$ cat src/rtl/ripple_pkg.sv
// rtl/ripple_pkg.sv - shared types and step classification for the ripple counter sampler
package ripple_pkg;

    typedef enum logic [1:0] {
        INIT,
        TRACK,
        SETTLE
    } state_t;

    localparam int STAB_W = 4;

    typedef struct packed {
        logic wrap_up;
        logic wrap_down;
        logic step_err;
    } step_class_t;

    // Classifies an accepted step prev -> next, both taken modulo 2^width.
    function automatic step_class_t classify_step(
        input logic [31:0] prev,
        input logic [31:0] next,
        input int unsigned width
    );
        logic [31:0] mask;
        logic [31:0] delta;
        step_class_t c;
        mask  = 32'hFFFF_FFFF >> (32 - width);
        delta = (next - prev) & mask;
        c     = '0;
        if (delta == 32'd1) begin
            c.wrap_up = ((prev & mask) == mask);
        end else if (delta == mask) begin
            c.wrap_down = ((prev & mask) == 32'd0);
        end else begin
            c.step_err = 1'b1;
        end
        return c;
    endfunction

endpackage

$ cat src/rtl/bit_sync.sv
// rtl/bit_sync.sv - multi-stage flip-flop synchroniser, cleared to zero on reset
module bit_sync #(
    parameter int WIDTH  = 1,
    parameter int STAGES = 2
) (
    input  logic             clk,
    input  logic             rst,
    input  logic [WIDTH-1:0] d,
    output logic [WIDTH-1:0] q
);

    logic [WIDTH-1:0] sync_q [STAGES];
    logic [WIDTH-1:0] sync_d [STAGES];

    always_comb begin
        sync_d[0] = d;
        for (int i = 1; i < STAGES; i++) begin
            sync_d[i] = sync_q[i-1];
        end
    end

    always_ff @(posedge clk or negedge rst) begin
        if (!rst) begin
            for (int i = 0; i < STAGES; i++) begin
                sync_q[i] <= '0;
            end
        end else begin
            sync_q <= sync_d;
        end
    end

    assign q = sync_q[STAGES-1];

endmodule

$ cat src/rtl/ripple_count_sampler.sv
// rtl/ripple_count_sampler.sv - debounced sampler of an asynchronous ripple counter
module ripple_count_sampler
    import ripple_pkg::*;
#(
    parameter int WIDTH         = 4,
    parameter int SYNC_STAGES   = 2,
    parameter int STABLE_CYCLES = 3
) (
    input  logic             clk,
    input  logic             rst,
    input  logic [WIDTH-1:0] cnt_async,
    input  logic             up_down_async,
    output logic [WIDTH-1:0] count,
    output logic             count_valid,
    output logic             wrap_up,
    output logic             wrap_down,
    output logic             step_err,
    output logic             dir
);

    localparam logic [STAB_W-1:0] STAB_DONE = STAB_W'(STABLE_CYCLES);

    logic [WIDTH-1:0] s;
    logic             dir_s;

    bit_sync #(.WIDTH(WIDTH), .STAGES(SYNC_STAGES)) u_cnt_sync (
        .clk (clk),
        .rst (rst),
        .d   (cnt_async),
        .q   (s)
    );

    bit_sync #(.WIDTH(1), .STAGES(SYNC_STAGES)) u_dir_sync (
        .clk (clk),
        .rst (rst),
        .d   (up_down_async),
        .q   (dir_s)
    );

    assign dir = dir_s;

    state_t             state_q, state_d;
    logic [WIDTH-1:0]   cand_q, cand_d;
    logic [STAB_W-1:0]  stab_q, stab_d;
    logic [WIDTH-1:0]   count_q, count_d;
    logic               count_valid_q, count_valid_d;
    logic               wrap_up_q, wrap_up_d;
    logic               wrap_down_q, wrap_down_d;
    logic               step_err_q, step_err_d;
    // Tracks reset release through the synchroniser so INIT ignores not-yet-captured stages.
    logic [SYNC_STAGES-1:0] prime_q, prime_d;

    logic        load;
    logic        classify_en;
    step_class_t cls;

    always_comb begin
        state_d       = state_q;
        cand_d        = cand_q;
        stab_d        = stab_q;
        count_d       = count_q;
        count_valid_d = 1'b0;
        wrap_up_d     = 1'b0;
        wrap_down_d   = 1'b0;
        step_err_d    = 1'b0;
        prime_d       = {prime_q[SYNC_STAGES-2:0], 1'b1};
        load          = 1'b0;
        classify_en   = 1'b0;
        cls           = '0;

        case (state_q)
            INIT: begin
                if (prime_q[SYNC_STAGES-1]) begin
                    if (s == cand_q) begin
                        stab_d = stab_q + 1'b1;
                    end else begin
                        cand_d = s;
                        stab_d = STAB_W'(1);
                    end
                    if (stab_d == STAB_DONE) begin
                        load    = 1'b1;
                        state_d = TRACK;
                    end
                end
            end
            TRACK: begin
                if (s != count_q) begin
                    cand_d  = s;
                    stab_d  = STAB_W'(1);
                    state_d = SETTLE;
                    if (stab_d == STAB_DONE) begin
                        load        = 1'b1;
                        classify_en = 1'b1;
                        state_d     = TRACK;
                    end
                end
            end
            SETTLE: begin
                if (s == cand_q) begin
                    stab_d = stab_q + 1'b1;
                end else if (s == count_q) begin
                    state_d = TRACK;
                end else begin
                    cand_d = s;
                    stab_d = STAB_W'(1);
                end
                if (state_d == SETTLE && stab_d == STAB_DONE) begin
                    load        = 1'b1;
                    classify_en = 1'b1;
                    state_d     = TRACK;
                end
            end
            default: begin
                state_d = INIT;
            end
        endcase

        if (load) begin
            count_d       = cand_d;
            count_valid_d = 1'b1;
            if (classify_en) begin
                cls         = classify_step(32'(count_q), 32'(cand_d), WIDTH);
                wrap_up_d   = cls.wrap_up;
                wrap_down_d = cls.wrap_down;
                step_err_d  = cls.step_err;
            end
        end
    end

    always_ff @(posedge clk or negedge rst) begin
        if (!rst) begin
            state_q       <= INIT;
            cand_q        <= '0;
            stab_q        <= '0;
            count_q       <= '0;
            count_valid_q <= 1'b0;
            wrap_up_q     <= 1'b0;
            wrap_down_q   <= 1'b0;
            step_err_q    <= 1'b0;
            prime_q       <= '0;
        end else begin
            state_q       <= state_d;
            cand_q        <= cand_d;
            stab_q        <= stab_d;
            count_q       <= count_d;
            count_valid_q <= count_valid_d;
            wrap_up_q     <= wrap_up_d;
            wrap_down_q   <= wrap_down_d;
            step_err_q    <= step_err_d;
            prime_q       <= prime_d;
        end
    end

    assign count       = count_q;
    assign count_valid = count_valid_q;
    assign wrap_up     = wrap_up_q;
    assign wrap_down   = wrap_down_q;
    assign step_err    = step_err_q;

endmodule

$ cat config.mk
export PLATFORM = sky130hd
export DESIGN_NAME = ripple_count_sampler
export DESIGN_NICKNAME = d
export VERILOG_FILES = /design/src/rtl/ripple_pkg.sv /design/src/rtl/bit_sync.sv /design/src/rtl/ripple_count_sampler.sv
export SDC_FILE = /design/constraint.sdc
export NUM_CORES = 1
export LEC_CHECK = 0
export CORE_MARGIN = 3
export CORE_UTILIZATION = 38
export CTS_BUF_LIST = sky130_fd_sc_hd__clkbuf_8
export DETAILED_ROUTE_END_ITERATION = 12
export PLACE_DENSITY = 0.59
export SYNTH_ARGS = -nofsm -noshare
export SYNTH_HDL_FRONTEND = slang
export SYNTH_SLANG_ARGS = --single-unit
$ cat constraint.sdc
create_clock -name clk -period 3.45 [get_ports clk]
set_clock_uncertainty 0.05 [all_clocks]
set_input_delay 1.035 -clock clk [delete_from_list [all_inputs] [get_ports clk]]
set_output_delay 1.035 -clock clk [all_outputs]
set_load 0.01 [all_outputs]
==> results.md, run 1 <==
- The final period utilization is 92.4%.
- The final RePlAce weighted congestion is 0.813.
- The category of the worst setup path launch point is a register.
- The number of antenna diodes in the final layout is 0.
- In the layout the commonest cells are sky130_fd_sc_hd__dfrtp_1 (30), sky130_fd_sc_hd__clkdlybuf4s50_1 (15), sky130_fd_sc_hd__buf_4 (12).
- The final number of max-transition violations was 0.
- Wires add up to 3330 µm.
- The cell with the largest stage delay on the worst path is sky130_fd_sc_hd__fa_1.
- The cell leakage power is 0.885 nW.
- Setup repair after global routing left no endpoint under its margin.
- Yosys mapped the design onto 44 distinct sky130hd cell types.
- The starting density of the core is 41.3%.
- The synthesized design contains 30 register bits.
- The finished layout holds 229 standard cells, fillers aside.
- The worst register-to-register path ends at wrap_down$_DFF_PN0_.
- After synthesis, the share of flip-flops with an asynchronous set or reset is 100%.
- Yosys mapped a number of flops with a built-in enable equal to 0.
- The die covers 4970 µm².
- The run finished with clean final reports.
- The I/O pin count is 16.
- Setup violations remaining at the end of the flow were counted as 0.
- In this run the standard cell core region covers 3830 µm².
- In this run the most critical hold path is launched from prime_q[0]$_DFF_PN0_.
- In this run the horizontal extent of the chip is 70.5 µm.
- The required time at the endpoint of the critical path is 3.57 ns.
- Across the run, the number of max-cap violations was 0.
- Once layout is complete, the utilization of the core stands at 51.7%.
- Cells with a size suffix above 1 make up 20.4% of the layout.
- The hold path depth is 0.
- The highest attainable clock frequency is 314 MHz.
- The total nets after synthesis is 165.
- The number of nets in the layout is 196.
- STA classifies the critical path endpoint as a register.
- The first global-routing pass estimated 5710 µm of wire.
- The starting DRC count in detailed routing is 59.
- The number of failing hold endpoints at the final stage is 0.
- The slew at the pin closest to its max-slew limit is 0.570 ns.
- For the worst setup path, the data arrival time is 3.31 ns.
- The total standard cell area after synthesis is 1580 µm².
- The worst hold slack is 0.289 ns.
- The cell count after synthesis came out at 149.
- The placed cell count is 218.
- The total global-route track usage is 14.5%.
- The worst hold path endpoint is prime_q[1]$_DFF_PN0_.
- The worst register-to-register path has a depth of 9.
- The HPWL after detailed placement is 2480 µm.
- The library cell used most frequently in the layout, excluding fill and tap cells, is sky130_fd_sc_hd__dfrtp_1.
- The cell row count is 22.
- The first detailed-routing pass ran for 4 iterations.
- The count of port buffers added during placement is 15.
- The critical path in this run is classified as reg -> reg.
- Clock latency on the worst-skew pair, taken at its later pin, is 0.28 ns.
- The maximum clock path buffer count is 2.
- Entering global routing, the biggest net connects 31 pins.
- After detailed routing, the number of remaining DRC violations is 0.
- The sum of overflow across all layers after global routing is 0.
- The most used flip-flop cell after synthesis is sky130_fd_sc_hd__dfrtp_1.
- For this block, the via count after detailed routing is 1224.
- The clock tree from TritonCTS is yes.
- From bottom edge to top edge, the die measures 70.5 µm.
- The yosys synthesis warning count is 0.
- In this run the critical register-to-register path is launched from u_cnt_sync.q[3]$_DFF_PN0_.
- The synthesis-to-layout area growth is 25.2%.
- After filler insertion, the fill cell instance count of the layout stands at 329.
- Clock tree synthesis found a total of 30 sinks.
- In this run the remaining antenna-violating nets after routing total 0.
- The maximum single-stage delay on the critical path is 0.43 ns.
- The slack of the worst reg-to-reg path is 0.26 ns.
- Of the synthesized area, sequential elements account for 47.5%.
- CTS placed an instance of sky130_fd_sc_hd__clkbuf_8 at the clock tree root.
- The initial antenna violation count is 0.
- For this design the ratio of total power to cell area is 877 nW/µm².
- The number of vias per cell is 5.34.
- The relative max-transition margin is 61.5%.
- The wire length per cell is 14.5 µm.
- The average footprint of a synthesized cell is 10.6 µm².
- The number of global-route vias before repair is 1254.
- The number of H-tree levels is 2.
- Walking the worst path, the cells encountered are xor2_1 -> nor4_4 -> buf_4 -> o31ai_2 -> a22oi_1 -> ha_1 -> fa_1 -> or3_1 -> a2111oi_2.
- The total clock buffers created by CTS is 5.
- The tightest min-delay check is of the reg -> reg type.
- The worst path needs 3.19 ns of the cycle, external delays included.
- The clock-pin slew of the registers on the worst-case setup and hold paths is 0.07 ns.
- Along the worst path, the maximum fanout reaches 4.
- The worst-case IR drop observed on VDD is 0.338 mV.
[routing by layer]
layer  vias up  wire length [µm]  global-route usage (%)
met5         -                 0                       0
met4         0                87                    8.30
met3        10               132                    3.31
met2        29              1570                    22.8
met1       589              1540                    18.2
li1        596                 -                       -
[final cells by class]
| class | count | area [µm²] | share of cell area, % |
|---|---|---|---|
| inverters | 9 | 33.8 | 1.71 |
| clock buffers | 6 | 82.6 | 4.17 |
| repair buffers | 27 | 240 | 12.1 |
| flip-flops and latches | 30 | 751 | 37.9 |
| well taps | 48 | 60.1 | 3.03 |
| multi-input cells | 107 | 803 | 40.6 |
| clock inverters | 2 | 8.76 | 0.442 |
[flip-flops by register name (all words and copies together) (netlist names)]
signal	count
cand_q	4
count	4
count_valid	1
prime_q	2
stab_q	4
state_q	2
step_err	1
u_cnt_sync.q	4
u_cnt_sync.sync_d	4
u_dir_sync.q	1
u_dir_sync.sync_d	1
wrap_down	1
wrap_up	1
[timing repair]
| item | CTS | global route |
|---|---|---|
| setup buffers | 2 | 1 |
| setup endpoints to repair | 1 | 2 |
| pin swaps | 1 | 2 |
| hold buffers | 0 | 0 |
| gates resized for setup | 0 | 6 |
[how the worst max path moves through the flow]
stage	startpoint	to	slack, ns	cells after the start
4_1_cts	state_q[0]$_DFFE_PN0P_	wrap_down$_DFF_PN0_	0.14	12
5_1_grt	u_cnt_sync.q[3]$_DFF_PN0_	wrap_down$_DFF_PN0_	0.04	11
2_1_floorplan	count[3]$_DFFE_PN0P_	wrap_down$_DFF_PN0_	0.21	11
3_3_place_gp	u_cnt_sync.q[3]$_DFF_PN0_	wrap_down$_DFF_PN0_	0.1	11
3_5_place_dp	u_cnt_sync.q[3]$_DFF_PN0_	wrap_down$_DFF_PN0_	-0.007	11
6_report	u_cnt_sync.q[3]$_DFF_PN0_	wrap_down$_DFF_PN0_	0.26	9
[synth_stat cells, types with 2 or more instances]
| cell | number | share of area (%) |
|---|---|---|
| sky130_fd_sc_hd__dfrtp_1 | 30 | 47 |
| sky130_fd_sc_hd__nor2_1 | 11 | 2.6 |
| sky130_fd_sc_hd__a21oi_1 | 10 | 3.2 |
| sky130_fd_sc_hd__inv_1 | 9 | 2.1 |
| sky130_fd_sc_hd__nand2_1 | 9 | 2.1 |
| sky130_fd_sc_hd__ha_1 | 8 | 6.3 |
| sky130_fd_sc_hd__o21ai_0 | 7 | 2.2 |
| sky130_fd_sc_hd__xor2_1 | 7 | 3.9 |
| sky130_fd_sc_hd__xnor2_1 | 5 | 2.8 |
| sky130_fd_sc_hd__a22oi_1 | 4 | 1.9 |
| sky130_fd_sc_hd__nand2b_1 | 3 | 1.2 |
| sky130_fd_sc_hd__nand3_1 | 3 | 0.95 |
| sky130_fd_sc_hd__nor3_1 | 3 | 0.95 |
| sky130_fd_sc_hd__a22o_1 | 2 | 1.1 |
| sky130_fd_sc_hd__a31oi_1 | 2 | 0.79 |
| sky130_fd_sc_hd__a32o_1 | 2 | 1.3 |
| sky130_fd_sc_hd__clkbuf_1 | 2 | 0.47 |
| sky130_fd_sc_hd__mux2_2 | 2 | 1.4 |
| sky130_fd_sc_hd__nand3b_1 | 2 | 0.95 |
| sky130_fd_sc_hd__nand4_1 | 2 | 0.79 |
| sky130_fd_sc_hd__o31ai_1 | 2 | 0.95 |
| sky130_fd_sc_hd__or2_2 | 2 | 0.79 |
[power by group]
part | internal (mW) | switching [mW]
registers | 0.420 | 0.0637
clock network | 0.158 | 0.129
logic | 0.452 | 0.515
[per-stage QoR]
step	setup WS (ns)	instance area [µm²]	power [mW]	setup TNS [ns]
final	0.262	1980	1.74	0
after global routing	0.0369	1980	1.88	0
after CTS	0.137	1950	1.69	0
after detailed placement	-0.00669	1840	1.39	-0.00669
after global placement	0.0954	1840	1.36	0
after floorplan	0.206	1580	1.14	0
[worst max-delay path, delay by kind of cell, from the launching register on]
| kind | cells | cell delay [ns] |
|---|---|---|
| and+or+nand+nor | 2 | 0.79 |
| AOI/OAI and AO/OA | 3 | 0.76 |
| adders and majority gates | 2 | 0.70 |
| DFF | 1 | 0.41 |
| xor gates and xnor gates | 1 | 0.20 |
| buffers and inverters | 1 | 0.18 |
[cell families after synthesis]
family | count (synthesis) | share of synthesized area (%)
AND/OR/NAND/NOR | 46 | 17.2
flip-flops | 30 | 47.5
AO/OA/AOI/OAI | 37 | 16.3
buffers and inverters | 12 | 3.09
multiplexers | 2 | 1.42
other | 1 | 0.237
XOR/XNOR | 12 | 6.65
adder cells (fa/ha/maj) | 9 | 7.60
(Power assumes the default switching activity.)
==> inputs of run 2 (changes only) <==
--- a/config.mk
+++ b/config.mk
@@ -10,6 +10,7 @@
 export CTS_BUF_LIST = sky130_fd_sc_hd__clkbuf_8
 export DETAILED_ROUTE_END_ITERATION = 12
 export PLACE_DENSITY = 0.59
+export SLEW_MARGIN = 20
 export SYNTH_ARGS = -nofsm -noshare
 export SYNTH_HDL_FRONTEND = slang
 export SYNTH_SLANG_ARGS = --single-unit
==> results of run 2 <==
The final DEF is identical to that of run 1; final timing and power are the same.
==> inputs of run 3 (changes only) <==
--- a/config.mk
+++ b/config.mk
@@ -5,10 +5,12 @@
 export SDC_FILE = /design/constraint.sdc
 export NUM_CORES = 1
 export LEC_CHECK = 0
+export CORE_ASPECT_RATIO = 1.1
 export CORE_MARGIN = 3
 export CORE_UTILIZATION = 38
 export CTS_BUF_LIST = sky130_fd_sc_hd__clkbuf_8
 export DETAILED_ROUTE_END_ITERATION = 12
+export MAX_ROUTING_LAYER = met4
 export PLACE_DENSITY = 0.59
 export SLEW_MARGIN = 20
 export SYNTH_ARGS = -nofsm -noshare
==> results.md, run 3 (same netlist as run 1, synthesis figures left out) <==
- Net switching is 39.2% of the power.
- After detailed routing, the average wire length per cell comes to 14.0 µm.
- The relative max-transition margin is 64.0%.
- The root buffer cell chosen for the clock tree is sky130_fd_sc_hd__clkbuf_8.
- Setup repair after global routing left no endpoint under its margin.
- In this run, the combinational gates consume 52.2% of the power.
- Measured along the y axis, the die boundary spans 73.7 µm.
- Dividing the detail-routed via count by the number of cells gives 5.31.
- The switching power total is 690 µW.
- The final period utilization is 93.9%.
- Counting along the longest clock path gives a buffer depth of 2.
- The final number of max-transition violations came to 0.
- The share of total power in sequential cells is 27.5%.
- Leaving out fill and tap cells, the most frequent cells in the layout are sky130_fd_sc_hd__dfrtp_1 (30), sky130_fd_sc_hd__clkdlybuf4s50_1 (15), sky130_fd_sc_hd__nor2_1 (11), sky130_fd_sc_hd__buf_4 (11), sky130_fd_sc_hd__a21oi_1 (10).
- The final-report setup violation count is 0.
- In this run the worst hold path is classified as reg -> reg.
- The final RePlAce weighted congestion is 0.805.
- For this design, the slowest cell found on the critical path is sky130_fd_sc_hd__or4_4.
- The synthesis-to-layout area growth is 25.4%.
- The I/O pin count is 16.
- The total placed instance area is 1850 µm².
- The routed layout has 1216 vias.
- The analysis attributes to cell leakage a power of 0.884 nW.
- The die is 67.5 µm wide.
- The total global-route track usage is 16.4%.
- The first global-routing pass estimated 5730 µm of wire.
- The number of buffer and inverter stages on the critical path is 1.
- The data arrival time at the worst-slack endpoint is 3.37 ns.
- The category of the most critical setup path is reg -> reg.
- Summed over all layers, the routed wires come to 3200 µm.
- The number of failing hold endpoints at the final stage is 0.
- STA classifies the critical path startpoint as a register.
- The total clock buffers created by CTS is 5.
- Cell internal power was estimated by the tool at 1.07 mW.
- For this design the ratio of total power to cell area is 888 nW/µm².
- The region available for standard cell placement spans 3830 µm².
- Traced cell by cell, the critical path runs through inv_1 -> ha_1 -> nand2_1 -> or2_2 -> o31ai_2 -> a22o_1 -> ha_1 -> a21oi_1 -> o21ai_0 -> xor2_1 -> or4_4 -> a2111oi_2.
- Once the floorplan was initialized, standard cells occupied 41.3% of the core.
- The required time at the endpoint of the critical path is 3.58 ns.
- The starting DRC count in detailed routing is 62.
- The number of inserted diodes is 0.
- The nature of the critical path endpoint is a register.
- The clock tree from TritonCTS is yes.
- The remaining antenna violation count after routing is 0.
- The number of buffers inserted by hold repair at cts is 0.
- Buffers placed on the I/O ports in this run total 15.
- CTS built an H-tree with a depth of 2.
- The die covers 4970 µm².
- The initial antenna violation count is 0.
- After routing the design area is 1980 µm².
- The tool flagged a number of max-cap violations equal to 0.
- Summed over all layers, the global routing overflow is 0.
- The net count of the finished layout is 195.
- Static timing analysis puts the maximum clock frequency at 309 MHz.
- The time the final worst path needs with I/O delays and setup is 3.24 ns.
- At the pin with the least slew margin, the transition time is 0.533 ns.
- Entering global routing, the biggest net connects 31 pins.
- For this run, design rule violations remaining after detail routing come to 0.
- Broken down by cell family, the worst path's largest delay share belongs to compound AO/OA/AOI/OAI gates.
- The cell seen most often among critical-path stages is sky130_fd_sc_hd__ha_1.
- The number of global-route vias before repair came to 1237.
- Adding up every negative setup slack in the final design gives 0 ns.
- The largest single stage delay on the critical path is 0.46 ns.
- The clock drives 30 sinks.
- In this run the worst path has a maximum fanout of 6.
- Clock latency on the worst-skew pair, taken at its later pin, is 0.28 ns.
- The flow ran to the end, and the final reports show no timing, DRC or antenna violations.
- After clock tree synthesis, the clock-pin slew on the worst setup and hold paths is 0.07 ns.
- The first detailed-routing pass ran for 4 iterations.
- The maximum VDD drop is 0.331 mV.
- Of the total power, the clock network draws 20.3%.
- The cell row count is 23.
- The share of layout cells above drive strength 1 is 19.6%.
- The HPWL after detailed placement is 2400 µm.
- The commonest non-fill, non-tap cell in the layout is sky130_fd_sc_hd__dfrtp_1.
-- run 3: cell count changes in the layout (fill, tap and decap cells not counted) --
cell,before,now
sky130_fd_sc_hd__ha_4,1,0
sky130_fd_sc_hd__o21ai_0,5,6
sky130_fd_sc_hd__ha_1,7,8
sky130_fd_sc_hd__o21ai_1,1,0
sky130_fd_sc_hd__clkinv_2,1,0
sky130_fd_sc_hd__buf_4,12,11
sky130_fd_sc_hd__bufinv_16,0,1
sky130_fd_sc_hd__inv_1,10,9
-- run 3: repair_timing --
action                                  CTS  global route
resized for setup                         0             3
cloned                                    0             0
endpoints found under the setup margin    1             3
buffers inserted                          0             2
pin swaps                                 1             1
-- run 3: final cells by class --
cell class	count	area [µm²]
flip-flops and latches	30	751
clock buffers	6	82.6
clock inverters	1	30.0
repair buffers	26	233
multi-input cells	107	791
well taps	50	62.6
inverters	9	33.8
fillers	332	1840
-- run 3: final timing paths --
path                       slack, ns                   endpoint  cells past startpoint                            from
setup / recovery                0.21        wrap_down$_DFF_PN0_                     12          state_q[0]$_DFFE_PN0P_
hold / removal                  0.29  u_cnt_sync.q[2]$_DFF_PN0_                      0  u_cnt_sync.sync_d[2]$_DFF_PN0_
setup reg to reg                0.21        wrap_down$_DFF_PN0_                     12          state_q[0]$_DFFE_PN0P_
hold reg to reg                 0.29  u_cnt_sync.q[2]$_DFF_PN0_                      0  u_cnt_sync.sync_d[2]$_DFF_PN0_
max in group asynchronous       1.97      stab_q[3]$_DFFE_PN0P_                      2                             rst
min in group asynchronous       1.09        wrap_down$_DFF_PN0_                      2                             rst
-- run 3: power by group through the flow --
| stage | combinational [mW] | sequential [mW] | clock, mW |
|---|---|---|---|
| after CTS | 0.905 | 0.483 | 0.368 |
| final | 0.919 | 0.484 | 0.358 |
| after global routing | 1.04 | 0.493 | 0.385 |
| after floorplan | 0.642 | 0.495 | 0 |
| after global placement | 0.872 | 0.486 | 0 |
| after detailed placement | 0.902 | 0.487 | 0 |
-- run 3: layer usage --
layer  part of all wire (%)  routed length [µm]  vias up  track usage, %
li1                       -                   -      592               -
met1                     46                1480      593            20.0
met2                     47                1520       26            24.3
met3                    4.4                 140        5            5.05
met4                    1.9                  62        0            8.11
met5                      0                   0        -               -
-- run 3: worst register-to-register path, stage by stage, from the launching register on --
cell and delay, ns:
sky130_fd_sc_hd__dfrtp_1 0.42, sky130_fd_sc_hd__inv_1 0.13, sky130_fd_sc_hd__ha_1 0.28, sky130_fd_sc_hd__nand2_1 0.14, sky130_fd_sc_hd__or2_2 0.30, sky130_fd_sc_hd__o31ai_2 0.09
sky130_fd_sc_hd__a22o_1 0.23, sky130_fd_sc_hd__ha_1 0.27, sky130_fd_sc_hd__a21oi_1 0.14, sky130_fd_sc_hd__o21ai_0 0.11, sky130_fd_sc_hd__xor2_1 0.17, sky130_fd_sc_hd__or4_4 0.46
sky130_fd_sc_hd__a2111oi_2 0.35
-- run 3: through the flow --
| step | utilization, % | std cells | power (mW) | hold slack [ns] | setup slack (ns) |
|---|---|---|---|---|---|
| 2_1_floorplan | - | 149 | 1.14 | 0.281 | 0.206 |
| 3_3_place_gp | 48.3 | 220 | 1.36 | 0.284 | 0.102 |
| 3_5_place_dp | 48.3 | 220 | 1.39 | 0.285 | -0.0137 |
| 4_1_cts | 51.2 | 227 | 1.76 | 0.294 | 0.0109 |
| 5_1_grt | 51.8 | 229 | 1.92 | 0.300 | 0.00783 |
| 6_report | 51.8 | 229 | 1.76 | 0.292 | 0.210 |
